**src/rtl/hatch_stage_ctrl.sv**
```systemverilog
// -----------------------------------------------------------------------------
// hatch_stage_ctrl
// Incubation sequencer that drives the 8x8 dot-matrix display driver with the
// current hatch stage (num), a display enable (st) and a temperature-alarm
// colour select (temp). Incubation time is counted on the 1 kHz system clock.
// The stage only advances while the measured temperature is in range. Start
// and pause keys control the run, and the sequence stops at the hatched stage.
//
// Optional feature (macro HATCH_OVERTEMP_ABORT_EN): abort to IDLE and raise a
// sticky fault after ABORT_TICKS consecutive out-of-range cycles while running
// or paused. Without the macro, fault is constant 0.
//
// Ports:
//   clk        in   1   1 kHz system clock
//   rst        in   1   synchronous active-high reset
//   start_key  in   1   debounced start key (level, active-high)
//   pause_key  in   1   debounced pause key (level, active-high)
//   temp_in    in   8   measured temperature, unsigned degrees C
//   num        out  4   current stage to display (0..LAST_STAGE)
//   st         out  1   display enable (running/paused/done)
//   temp       out  1   temperature out of range while st=1
//   done       out  1   hatched (stage LAST_STAGE reached)
//   fault      out  1   over-temperature abort flag (optional feature)
// -----------------------------------------------------------------------------
module hatch_stage_ctrl #(
    parameter int         TICKS_PER_STAGE = 1000,
    parameter int         LAST_STAGE      = 11,
    parameter logic [7:0] TEMP_LO         = 8'd37,
    parameter logic [7:0] TEMP_HI         = 8'd39,
    parameter int         ABORT_TICKS     = 5000
) (
    input  logic       clk,
    input  logic       rst,
    input  logic       start_key,
    input  logic       pause_key,
    input  logic [7:0] temp_in,
    output logic [3:0] num,
    output logic       st,
    output logic       temp,
    output logic       done,
    output logic       fault
);

    localparam int             CW       = $clog2(TICKS_PER_STAGE);
    localparam logic [CW-1:0]  CNT_MAX  = CW'(TICKS_PER_STAGE - 1);
    localparam logic [CW-1:0]  CNT_ONE  = CW'(1);
    localparam logic [3:0]     LAST_NUM = 4'(LAST_STAGE);

    typedef enum logic [1:0] {
        S_IDLE  = 2'd0,
        S_RUN   = 2'd1,
        S_PAUSE = 2'd2,
        S_DONE  = 2'd3
    } state_e;

    state_e        state_q, state_d;
    logic [3:0]    num_q, num_d;
    logic [CW-1:0] cnt_q, cnt_d;
    logic          fault_q, fault_d;
    logic          st_q, st_d;
    logic          temp_q, temp_d;
    logic          done_q, done_d;

    // Key edges are registered once more so an edge seen at edge N acts at N+1.
    logic          start_key_q, pause_key_q;
    logic          start_edge_q, pause_edge_q;

    logic          temp_ok_s;

`ifdef HATCH_OVERTEMP_ABORT_EN
    logic [15:0]   abort_q, abort_d;
`endif

    assign temp_ok_s = (temp_in >= TEMP_LO) && (temp_in <= TEMP_HI);

    // State, counters, key edge pipeline and registered outputs.
    always_ff @(posedge clk) begin
        if (rst) begin
            state_q      <= S_IDLE;
            num_q        <= 4'd0;
            cnt_q        <= '0;
            fault_q      <= 1'b0;
            st_q         <= 1'b0;
            temp_q       <= 1'b0;
            done_q       <= 1'b0;
            start_key_q  <= 1'b0;
            pause_key_q  <= 1'b0;
            start_edge_q <= 1'b0;
            pause_edge_q <= 1'b0;
`ifdef HATCH_OVERTEMP_ABORT_EN
            abort_q      <= 16'd0;
`endif
        end else begin
            state_q      <= state_d;
            num_q        <= num_d;
            cnt_q        <= cnt_d;
            fault_q      <= fault_d;
            st_q         <= st_d;
            temp_q       <= temp_d;
            done_q       <= done_d;
            start_key_q  <= start_key;
            pause_key_q  <= pause_key;
            start_edge_q <= start_key & ~start_key_q;
            pause_edge_q <= pause_key & ~pause_key_q;
`ifdef HATCH_OVERTEMP_ABORT_EN
            abort_q      <= abort_d;
`endif
        end
    end

    // Next-state logic: stage progression, pause handling and optional abort.
    always_comb begin
        state_d = state_q;
        num_d   = num_q;
        cnt_d   = cnt_q;
        fault_d = fault_q;
        case (state_q)
            S_IDLE: begin
                num_d = 4'd0;
                cnt_d = '0;
                if (start_edge_q) begin
                    state_d = S_RUN;
                    fault_d = 1'b0;
                end else begin
                    state_d = S_IDLE;
                end
            end
            S_RUN: begin
                // Pause wins over a progress tick; out-of-range freezes the count.
                if (pause_edge_q) begin
                    state_d = S_PAUSE;
                end else if (temp_ok_s) begin
                    if (cnt_q == CNT_MAX) begin
                        cnt_d = '0;
                        num_d = num_q + 4'd1;
                        if (num_d == LAST_NUM) begin
                            state_d = S_DONE;
                        end else begin
                            state_d = S_RUN;
                        end
                    end else begin
                        cnt_d = cnt_q + CNT_ONE;
                    end
                end else begin
                    state_d = S_RUN;
                end
            end
            S_PAUSE: begin
                if (pause_edge_q) begin
                    state_d = S_RUN;
                end else begin
                    state_d = S_PAUSE;
                end
            end
            S_DONE: begin
                cnt_d = '0;
                if (start_edge_q) begin
                    state_d = S_RUN;
                    num_d   = 4'd0;
                end else begin
                    num_d   = LAST_NUM;
                end
            end
            default: begin
                state_d = S_IDLE;
                num_d   = 4'd0;
                cnt_d   = '0;
            end
        endcase

`ifdef HATCH_OVERTEMP_ABORT_EN
        // Consecutive out-of-range cycles while active; reaching the limit aborts.
        abort_d = 16'd0;
        if (((state_q == S_RUN) || (state_q == S_PAUSE)) && !temp_ok_s) begin
            abort_d = abort_q + 16'd1;
            if (abort_d == 16'(ABORT_TICKS)) begin
                state_d = S_IDLE;
                num_d   = 4'd0;
                cnt_d   = '0;
                fault_d = 1'b1;
                abort_d = 16'd0;
            end else begin
                fault_d = fault_q;
            end
        end else begin
            abort_d = 16'd0;
        end
`else
        fault_d = 1'b0;
`endif
    end

    // Output decode from the next state so outputs are registered with it.
    always_comb begin
        st_d   = (state_d != S_IDLE);
        done_d = (state_d == S_DONE);
        temp_d = st_d & ~temp_ok_s;
    end

    assign num   = num_q;
    assign st    = st_q;
    assign temp  = temp_q;
    assign done  = done_q;
    assign fault = fault_q;

endmodule

```
**config.mk**
```make
export PLATFORM = sky130hd
export DESIGN_NAME = hatch_stage_ctrl
export DESIGN_NICKNAME = d
export VERILOG_FILES = /design/src/rtl/hatch_stage_ctrl.sv
export SDC_FILE = /design/constraint.sdc
export NUM_CORES = 1
export LEC_CHECK = 0
export CAP_MARGIN = 20
export CORE_UTILIZATION = 53
export CTS_BUF_LIST = sky130_fd_sc_hd__clkbuf_8
export DETAILED_ROUTE_END_ITERATION = 16
export GPL_ROUTABILITY_DRIVEN = 0
export PLACE_DENSITY_LB_ADDON = 0.3
export SETUP_SLACK_MARGIN = 0.5
export SYNTH_ARGS = -nofsm -noshare
export SYNTH_HDL_FRONTEND = slang
export SYNTH_SLANG_ARGS = --single-unit
```
**constraint.sdc**
```tcl
create_clock -name clk -period 5.9 [get_ports clk]
set_input_delay 1.18 -clock clk [delete_from_list [all_inputs] [get_ports clk]]
set_output_delay 1.18 -clock clk [all_outputs]
set_load 0.05 [all_outputs]
```
==> results of run 1 <==
critical path, cell delays in order:
cell and delay [ns]:
clkdlybuf4s50_1 0.41, and4bb_2 0.33, nand3_1 0.29, o31a_1 0.42, or3_1 0.36, a21oi_1 0.14
area by class of cell:
cell class              count  area (µm²)  share of cell area
repair buffers             18         180               0.120
flip-flops and latches     23         460               0.306
clock inverters             1        3.75             0.00250
well taps                  28        35.0              0.0233
inverters                   9        33.8              0.0225
multi-input cells         120         749               0.498
clock buffers               3        41.3              0.0275
worst min path at each step:
| stage | start | slack, ns | endpoint | depth (start not counted) |
|---|---|---|---|---|
| finish | pause_key_q | 0.38 | pause_edge_q | 1 |
| CTS | start_key_q | 0.39 | start_edge_q | 1 |
| detailed placement | pause_key_q | 0.38 | pause_edge_q | 1 |
| global route | pause_key_q | 0.40 | pause_edge_q | 1 |
| global placement | start_key_q | 0.37 | start_edge_q | 1 |
| floorplan | pause_key_q | 0.37 | pause_edge_q | 1 |
metal layers:
metal / vias up / part of all wire
met2: 42 / 0.52
met5: - / 0
met1: 560 / 0.41
met3: 9 / 0.043
met4: 0 / 0.025
li1: 590 / -
registers in the layout (all words and copies together), names as in the netlist:
signal and flops:
st 1, num 4, state_q 2, pause_edge_q 1, temp 1, cnt_q 10, start_key_q 1, pause_key_q 1
done 1, start_edge_q 1
where the power goes:
group	switching (W)	internal [W]
Combinational	0.0000251	0.0000180
Sequential	0.00000325	0.000159
Clock	0.0000495	0.0000465
cells by family after synthesis:
| group | Yosys count | synth area share |
|---|---|---|
| and+or+nand+nor | 75 | 0.317 |
| AOI/OAI and AO/OA | 30 | 0.152 |
| DFF | 23 | 0.363 |
| buffers and inverters | 15 | 0.0473 |
| adders and majority gates | 7 | 0.0690 |
| xor gates and xnor gates | 6 | 0.0414 |
| other | 1 | 0.00295 |
| muxes | 1 | 0.00788 |
cell usage after synthesis:
cell type | instances | area [µm²]
o22ai_1 | 1 | 6.26
buf_4 | 1 | 7.51
ha_1 | 7 | 87.6
a2111o_1 | 1 | 11.3
inv_1 | 9 | 33.8
conb_1 | 1 | 3.75
nor4bb_1 | 1 | 10.0
o31a_1 | 1 | 8.76
and4bb_2 | 2 | 25.0
nor2b_1 | 6 | 37.5
a21oi_1 | 9 | 45.0
dfxtp_1 | 23 | 460
o21ai_0 | 8 | 40.0
o31ai_1 | 1 | 7.51
and3_1 | 1 | 6.26
or3_1 | 5 | 31.3
a211oi_1 | 2 | 15.0
xnor2_1 | 5 | 43.8
nand2b_1 | 2 | 12.5
o21bai_1 | 1 | 7.51
nor3_1 | 8 | 40.0
nand3_1 | 10 | 50.1
a31oi_1 | 1 | 6.26
clkbuf_1 | 5 | 18.8
or3b_4 | 1 | 11.3
or2_0 | 1 | 6.26
nor2_1 | 16 | 60.1
mux2i_1 | 1 | 10.0
a41o_2 | 1 | 11.3
or4b_2 | 1 | 10.0
xor2_1 | 1 | 8.76
o21a_1 | 1 | 7.51
or4bb_1 | 1 | 11.3
nand2_1 | 14 | 52.6
and2_1 | 2 | 12.5
o32ai_1 | 1 | 8.76
a41oi_1 | 2 | 17.5
nor3b_1 | 1 | 7.51
nor4_1 | 3 | 18.8
stage by stage:
| step | hold slack (ns) | instance area, µm² | power [W] | utilization |
|---|---|---|---|---|
| 6_report | 0.385 | 1500 | 0.000302 | 0.673 |
| 5_1_grt | 0.398 | 1500 | 0.000310 | 0.673 |
| 4_1_cts | 0.391 | 1500 | 0.000301 | 0.673 |
| 3_5_place_dp | 0.379 | 1460 | 0.000209 | 0.653 |
| 3_3_place_gp | 0.371 | 1460 | 0.000207 | 0.653 |
| 2_1_floorplan | 0.367 | 1270 | 0.000194 | - |
cells in the final DEF (no fill, tap or decap), drive strengths merged, types with 2 or more instances in the layout:
master,synthesis,final
dfxtp,23,23
nor4,3,3
o21ai,8,8
nor2b,6,6
nand2b,2,2
a21oi,9,9
or3,5,5
a41oi,2,2
clkbuf,5,3
nor2,16,16
nor3,8,8
ha,7,7
xnor2,5,5
nand3,10,10
a211oi,2,2
and4bb,2,2
clkdlybuf4s50,0,18
inv,9,10
and2,2,2
nand2,14,14
==> flow_summary.toml, run 1 <==
[drt]
drt_iter0_drc = 36
avgViaCountPerCell = 5.95
drc = 0
vias = 1201
postRouteWirelength_mm = 2.88
drtPass1Iterations = 6
wire_per_inst_um = 14.3
ant_nets = 0

[synthesis]
ys_ff_latch = 23
yosysWarnings = 0
avgSynthCellArea_um2 = 8.04
netlist_area_mm2 = 0.00127
ys_types = 39
synth_cells = 158
synth_nets = 177
synth.yosys.seq_area_share = 0.363

[cts]
cts.reportedPaths.clkPinSlew_ns = 0.08
clk_path_buf_depth = 2
cts_sinks = 23
cts_tree = "done"
post_cts_resized = 0
ctsHtreeMaxLevel = 1
clkLatencyLatePin_ns = 0.27
hold_buffers = 0
cts_root_buf = "clkbuf_8"
cts_setup_buffers = 0
cts_buffers = 3

[cells_and_area]
antennaDiodeCount = 0
area_delta_synth_final_pct = 18.4
nFillCells = 191
nets = 194
drive_above_1_share = 0.0460
finalNonFillerCells = 202

[grt]
grt_max_degree = 14
grtUsageTotal = 0.242
antenna_found_initial = 0
grt_pass1_wl_mm = 4.70
grt_use_met3 = 0.0446
met1_usage = 0.248
top_usage_layer = "met2"
gr-total-overflow = 0
grt_pass1_vias = 1160
met2_usage = 0.458

[power_and_ir_drop]
powerDensity_mw_per_mm2 = 201
peakVddDrop_uv = 157
power_leakage_nw = 0.523

[timing]
rsz0062_at_grt = "false"
setup_viol = 0
setup_ws_ns = 2.97
fmax_mhz = 341
setup_tns_ns = 0
drv_slew = 0
hold_viol_final = 0
period_minus_slack_ns = 2.93
fin_skew_ns = 0.00275
fin_crit_sh = 0.497
slew_headroom = 0.484
worst_pin_slew_ns = 0.763

[worst_setup_path]
reg2reg_setup_slack_ns = 3.50
crit_end = "num[1]"
r2r-start = "state_q[1]"
reg2reg_depth = 7
critPathLaunch = "temp_in[4]"
r2r_end = "cnt_q[7]"
worstPathRequired_ns = 6.10
worstSetupStartpointType = "primary input"
end_kind = "register"
worstPathMaxFanout = 9
crit_type = "in2reg"
arrival_ns = 3.13

[die]
core_area_mm2 = 0.00223
ios = 20
rows = 17
die_w_um = 51.0
die_y_um = 51.0
die_area_mm2 = 0.00260
initial_utilization = 0.569

[place]
port_buffers = 18
place_ws_ns = 2.72
dp.cells = 198
place_hpwl_mm = 2.15

[job]
cap_violations = 0

[run_status]
status = "complete, no violations"

[hold_path]
min_path_type = "reg2reg"
(Power assumes the default switching activity.)
==> run 2: changes to the inputs <==
clock period = 3 ns   (was 5.9 ns; I/O delays follow)
==> run 2 against run 1 <==
Compared with the run above:
- routed wire length shrank 2.0%
- sequential cell count is the same
- first-iteration DRC count grew 14%
- final area grew 0.83%
- critical path type is now reg2reg
- critical endpoint is now cnt_q[7]
==> flow_summary.toml, run 2 (same netlist as run 1, synthesis figures left out) <==
[run_status]
status = "complete, no violations"

[power_and_ir_drop]
peakVddDrop_uv = 304
power_leakage_nw = 0.524
switching_share = 0.257
internal-power_w = 0.000440
powerDensity_mw_per_mm2 = 391
p_clk_frac = 0.315
power_w = 0.000592
power_frac_seq = 0.539
share_comb_of_total_power = 0.145
p_sw_w = 0.000152

[cts]
cts_setup_buffers = 0
clk_path_buf_depth = 2
cts.reportedPaths.clkPinSlew_ns = 0.08
cts_root_buf = "clkbuf_8"
hold_buffers = 0
cts_tree = "done"
cts_buffers = 3
ctsHtreeMaxLevel = 1
post_cts_resized = 0
cts_sinks = 23
clkLatencyLatePin_ns = 0.26

[cells_and_area]
nets = 194
final_common_cell = "dfxtp_1"
drive_above_1_share = 0.0575
largest_register_ffs = 10
nFillCells = 199
most-common-layout-cells = "23 x dfxtp_1, 18 x clkdlybuf4s50_1, 16 x nor2_1"
antennaDiodeCount = 0
top_register = "cnt_q"
finalNonFillerCells = 202
area_delta_synth_final_pct = 19.4

[timing]
fin_skew_ns = 0.00311
fmax_mhz = 434
setup_viol = 0
hold_viol_final = 0
fin_crit_sh = 0.768
slew_headroom = 0.664
setup_tns_ns = 0
setup_ws_ns = 0.696
worst_pin_slew_ns = 0.502
period_minus_slack_ns = 2.30
rsz0062_at_grt = "false"
whs_ns = 0.382
drv_slew = 0

[worst_setup_path]
crit_family = "simple AND/OR/NAND/NOR gates"
reg2reg_setup_slack_ns = 0.70
cp_slowest_stage_delay_ns = 0.44
worstPathMaxFanout = 12
end_kind = "register"
slowest_stage = "or3_1"
reg2reg_depth = 7
crit_buf_inv = 1
r2r_end = "cnt_q[7]"
path_cells = "inv_1 > ha_1 > nor2b_1 > a41oi_2 > or3_1 > o21ai_0 > a21oi_1"
worstSetupStartpointType = "register"
r2r-start = "state_q[1]"
arrival_ns = 2.45
crit_type = "reg2reg"
worstPathRequired_ns = 3.14

[hold_path]
whs_path_depth = 1
hold_path_end = "pause_edge_q"
holdCritStartpoint = "pause_key_q"
min_path_type = "reg2reg"

[die]
ios = 20
rows = 17
initial_utilization = 0.569
die_y_um = 51.0
die_area_mm2 = 0.00260
core_area_mm2 = 0.00223
die_w_um = 51.0

[grt]
gr-total-overflow = 0
grt_pass1_vias = 1106
grt_max_degree = 14
grtUsageTotal = 0.237
grt_pass1_wl_mm = 4.61
antenna_found_initial = 0

[place]
port_buffers = 18
place_ws_ns = 0.400
place_hpwl_mm = 2.11
dp.cells = 198

[drt]
drtPass1Iterations = 4
wire_per_inst_um = 14.0
drc = 0
avgViaCountPerCell = 6.00
vias = 1211
ant_nets = 0
postRouteWirelength_mm = 2.82
drt_iter0_drc = 41

[job]
cap_violations = 0
## run 2: final cells by class
type / instances / area, µm² / area share
Multi-Input combinational cell: 120 / 762 / 0.502
Sequential cell: 23 / 460 / 0.304
Timing Repair Buffer: 18 / 180 / 0.119
Clock buffer: 3 / 41.3 / 0.0272
Inverter: 9 / 33.8 / 0.0223
Clock inverter: 1 / 3.75 / 0.00248
Tap cell: 28 / 35.0 / 0.0231
## run 2: power by group through the flow
stage	Clock, W	Combinational [W]	Sequential, W
2_1_floorplan	0	0.0000472	0.000334
3_3_place_gp	0	0.0000813	0.000326
3_5_place_dp	0	0.0000838	0.000327
4_1_cts	0.000189	0.0000841	0.000320
5_1_grt	0.000198	0.0000936	0.000321
6_report	0.000187	0.0000861	0.000320
## run 2: worst max-delay path by stage
| stage | from | to | slack [ns] | depth (start not counted) |
|---|---|---|---|---|
| 2_1_floorplan | state_q[1] | cnt_q[7] | 1.0 | 6 |
| 3_3_place_gp | temp_in[4] | cnt_q[7] | 0.47 | 6 |
| 3_5_place_dp | temp_in[4] | num[1] | 0.40 | 6 |
| 4_1_cts | state_q[1] | cnt_q[7] | 0.62 | 7 |
| 5_1_grt | state_q[1] | cnt_q[7] | 0.58 | 7 |
| 6_report | state_q[1] | cnt_q[7] | 0.70 | 7 |
## run 2: metrics by stage
step / utilization / area (µm²)
2_1_floorplan: - / 1270
3_3_place_gp: 0.653 / 1460
3_5_place_dp: 0.653 / 1460
4_1_cts: 0.673 / 1500
5_1_grt: 0.679 / 1520
6_report: 0.679 / 1520
## run 2: routing by layer
metal / part of all wire / GRT usage / vias to the layer above
li1: - / - / 588
met1: 0.42 / 0.270 / 569
met2: 0.52 / 0.421 / 46
met3: 0.039 / 0.0387 / 8
met4: 0.025 / 0.116 / 0
met5: 0 / 0 / -
==> run 3: changes to the inputs <==
CORE_UTILIZATION = 49   (was 53)
clock period = 1.9 ns   (was 3 ns; I/O delays follow)
==> run 3 against run 2 <==
Compared with the run above:
- the run now ends with setup timing left
- die area is 7.8% higher
- sequential share of layout area is 6.6 points lower
- first-iteration DRC count is 59% higher
- total power is 75% higher
- final cell count is 15% higher
==> flow_summary.toml, run 3 (same netlist as run 1, synthesis figures left out) <==
[cells_and_area]
antennaDiodeCount = 0
nets = 223
drive_above_1_share = 0.443
finalNonFillerCells = 233
final_common_cell = "buf_4"
nFillCells = 132
area_delta_synth_final_pct = 60.2
top_register = "cnt_q"
most-common-layout-cells = "23 x buf_4, 14 x dfxtp_1, 11 x nand2_1"
largest_register_ffs = 10

[power_and_ir_drop]
power_leakage_nw = 0.783
share_comb_of_total_power = 0.223
powerDensity_mw_per_mm2 = 510
switching_share = 0.282
p_sw_w = 0.000292
power_frac_seq = 0.485
p_clk_frac = 0.293
internal-power_w = 0.000746
peakVddDrop_uv = 490
power_w = 0.00104

[worst_setup_path]
end_kind = "register"
path_cells = "nand3_1 > or3b_4 > buf_6 > nor3_4 > a2111o_1 > buf_6 > buf_12 > nor2_1"
critPathMostFrequentCell = "buf_6"
crit_type = "reg2reg"
reg2reg_depth = 8
crit_buf_inv = 3
worstSetupStartpointType = "register"
worstPathMaxFanout = 5
arrival_ns = 2.19
cp_slowest_stage_delay_ns = 0.47
worstPathRequired_ns = 2.06
worstSetupPathDepth = 8
crit_family = "simple AND/OR/NAND/NOR gates"
slowest_stage = "or3b_4"

[cts]
cts_tree = "done"
hold_buffers = 0
cts_buffers = 3
cts.reportedPaths.clkPinSlew_ns = 0.08
clkLatencyLatePin_ns = 0.27
cts_sinks = 23
ctsHtreeMaxLevel = 1
clk_path_buf_depth = 2
cts_root_buf = "clkbuf_8"

[timing]
hold_viol_final = 0
fmax_mhz = 494
setup_viol = 12
setup_ws_ns = -0.124
period_minus_slack_ns = 2.02
rsz0062_at_grt = "true"
fin_skew_ns = 0.00374
fin_crit_sh = 1.07
drv_slew = 0

[run_status]
status = "complete, but fails checks"
failed_checks = "setup timing"

[drt]
postRouteWirelength_mm = 4.32
drt_iter0_drc = 65
vias = 1401
drtPass1Iterations = 5
avgViaCountPerCell = 6.01
wire_per_inst_um = 18.6
ant_nets = 0
drc = 0

[grt]
grt_pass1_wl_mm = 5.94
grt_pass1_vias = 1292
grt_max_degree = 13
grtUsageTotal = 0.297
gr-total-overflow = 0
antenna_found_initial = 0

[die]
die_w_um = 52.9
rows = 18
die_area_mm2 = 0.00280
core_area_mm2 = 0.00245
initial_utilization = 0.517
die_y_um = 52.9
ios = 20

[place]
port_buffers = 18
place_hpwl_mm = 2.24
dp.cells = 214

[job]
cap_violations = 0

[hold_path]
whs_path_depth = 1
min_path_type = "reg2reg"
## run 3: cell types whose count changed in the layout (fill, tap and decap cells not counted), moves of 5 or more
| cell | delta |
|---|---|
| buf_4 | +23 |
| clkdlybuf4s50_1 | -13 |
| dfxtp_1 | -9 |
| nor2_1 | -7 |
| nor2_2 | +6 |
| buf_6 | +5 |
| dfxtp_4 | +5 |
## run 3: timing repair
action | 4_1_cts | 5_1_grt
resized for setup | 39 | 41
pin swaps | 7 | 9
buffers inserted | 9 | 5
cloned | 1 | 0
setup endpoints to repair | 25 | 22
## run 3: area by class of cell
class | count | area, µm² | share of cell area
repair buffers | 47 | 439 | 0.216
flip-flops and latches | 23 | 484 | 0.238
clock inverters | 1 | 3.75 | 0.00185
clock buffers | 3 | 41.3 | 0.0203
multi-input cells | 120 | 990 | 0.486
inverters | 9 | 38.8 | 0.0191
well taps | 30 | 37.5 | 0.0185
## run 3: worst paths after layout
kind,startpoint,end,slack (ns)
max,cnt_q[7],cnt_q[5],-0.12
max reg2reg,cnt_q[7],cnt_q[5],-0.12
min,start_key_q,start_edge_q,0.40
min reg2reg,start_key_q,start_edge_q,0.40
## run 3: power groups by stage
stage / Combinational [W] / Sequential, W / Clock (W)
after floorplan: 0.0000892 / 0.000527 / 0
after global placement: 0.000158 / 0.000515 / 0
after detailed placement: 0.000162 / 0.000516 / 0
after CTS: 0.000191 / 0.000503 / 0.000302
after global routing: 0.000244 / 0.000505 / 0.000324
final: 0.000231 / 0.000503 / 0.000304
## run 3: stage by stage
step	setup WS [ns]	hold slack (ns)	util	cell area (µm²)	setup TNS (ns)
2_1_floorplan	0.113	0.367	-	1370	0
3_3_place_gp	-0.225	0.371	0.675	1660	-2.52
3_5_place_dp	-0.270	0.397	0.675	1660	-3.73
4_1_cts	-0.0198	0.408	0.768	1890	-0.0495
5_1_grt	-0.119	0.411	0.829	2030	-1.28
6_report	-0.124	0.397	0.829	2030	-1.00
## run 3: metal layers
layer  up-vias  track usage  routed length, µm
li1        651            -                  -
met1       646        0.326               1690
met3        26       0.0489                226
met5         -            0                  0
met4         0        0.105                201
met2        78        0.563               2210
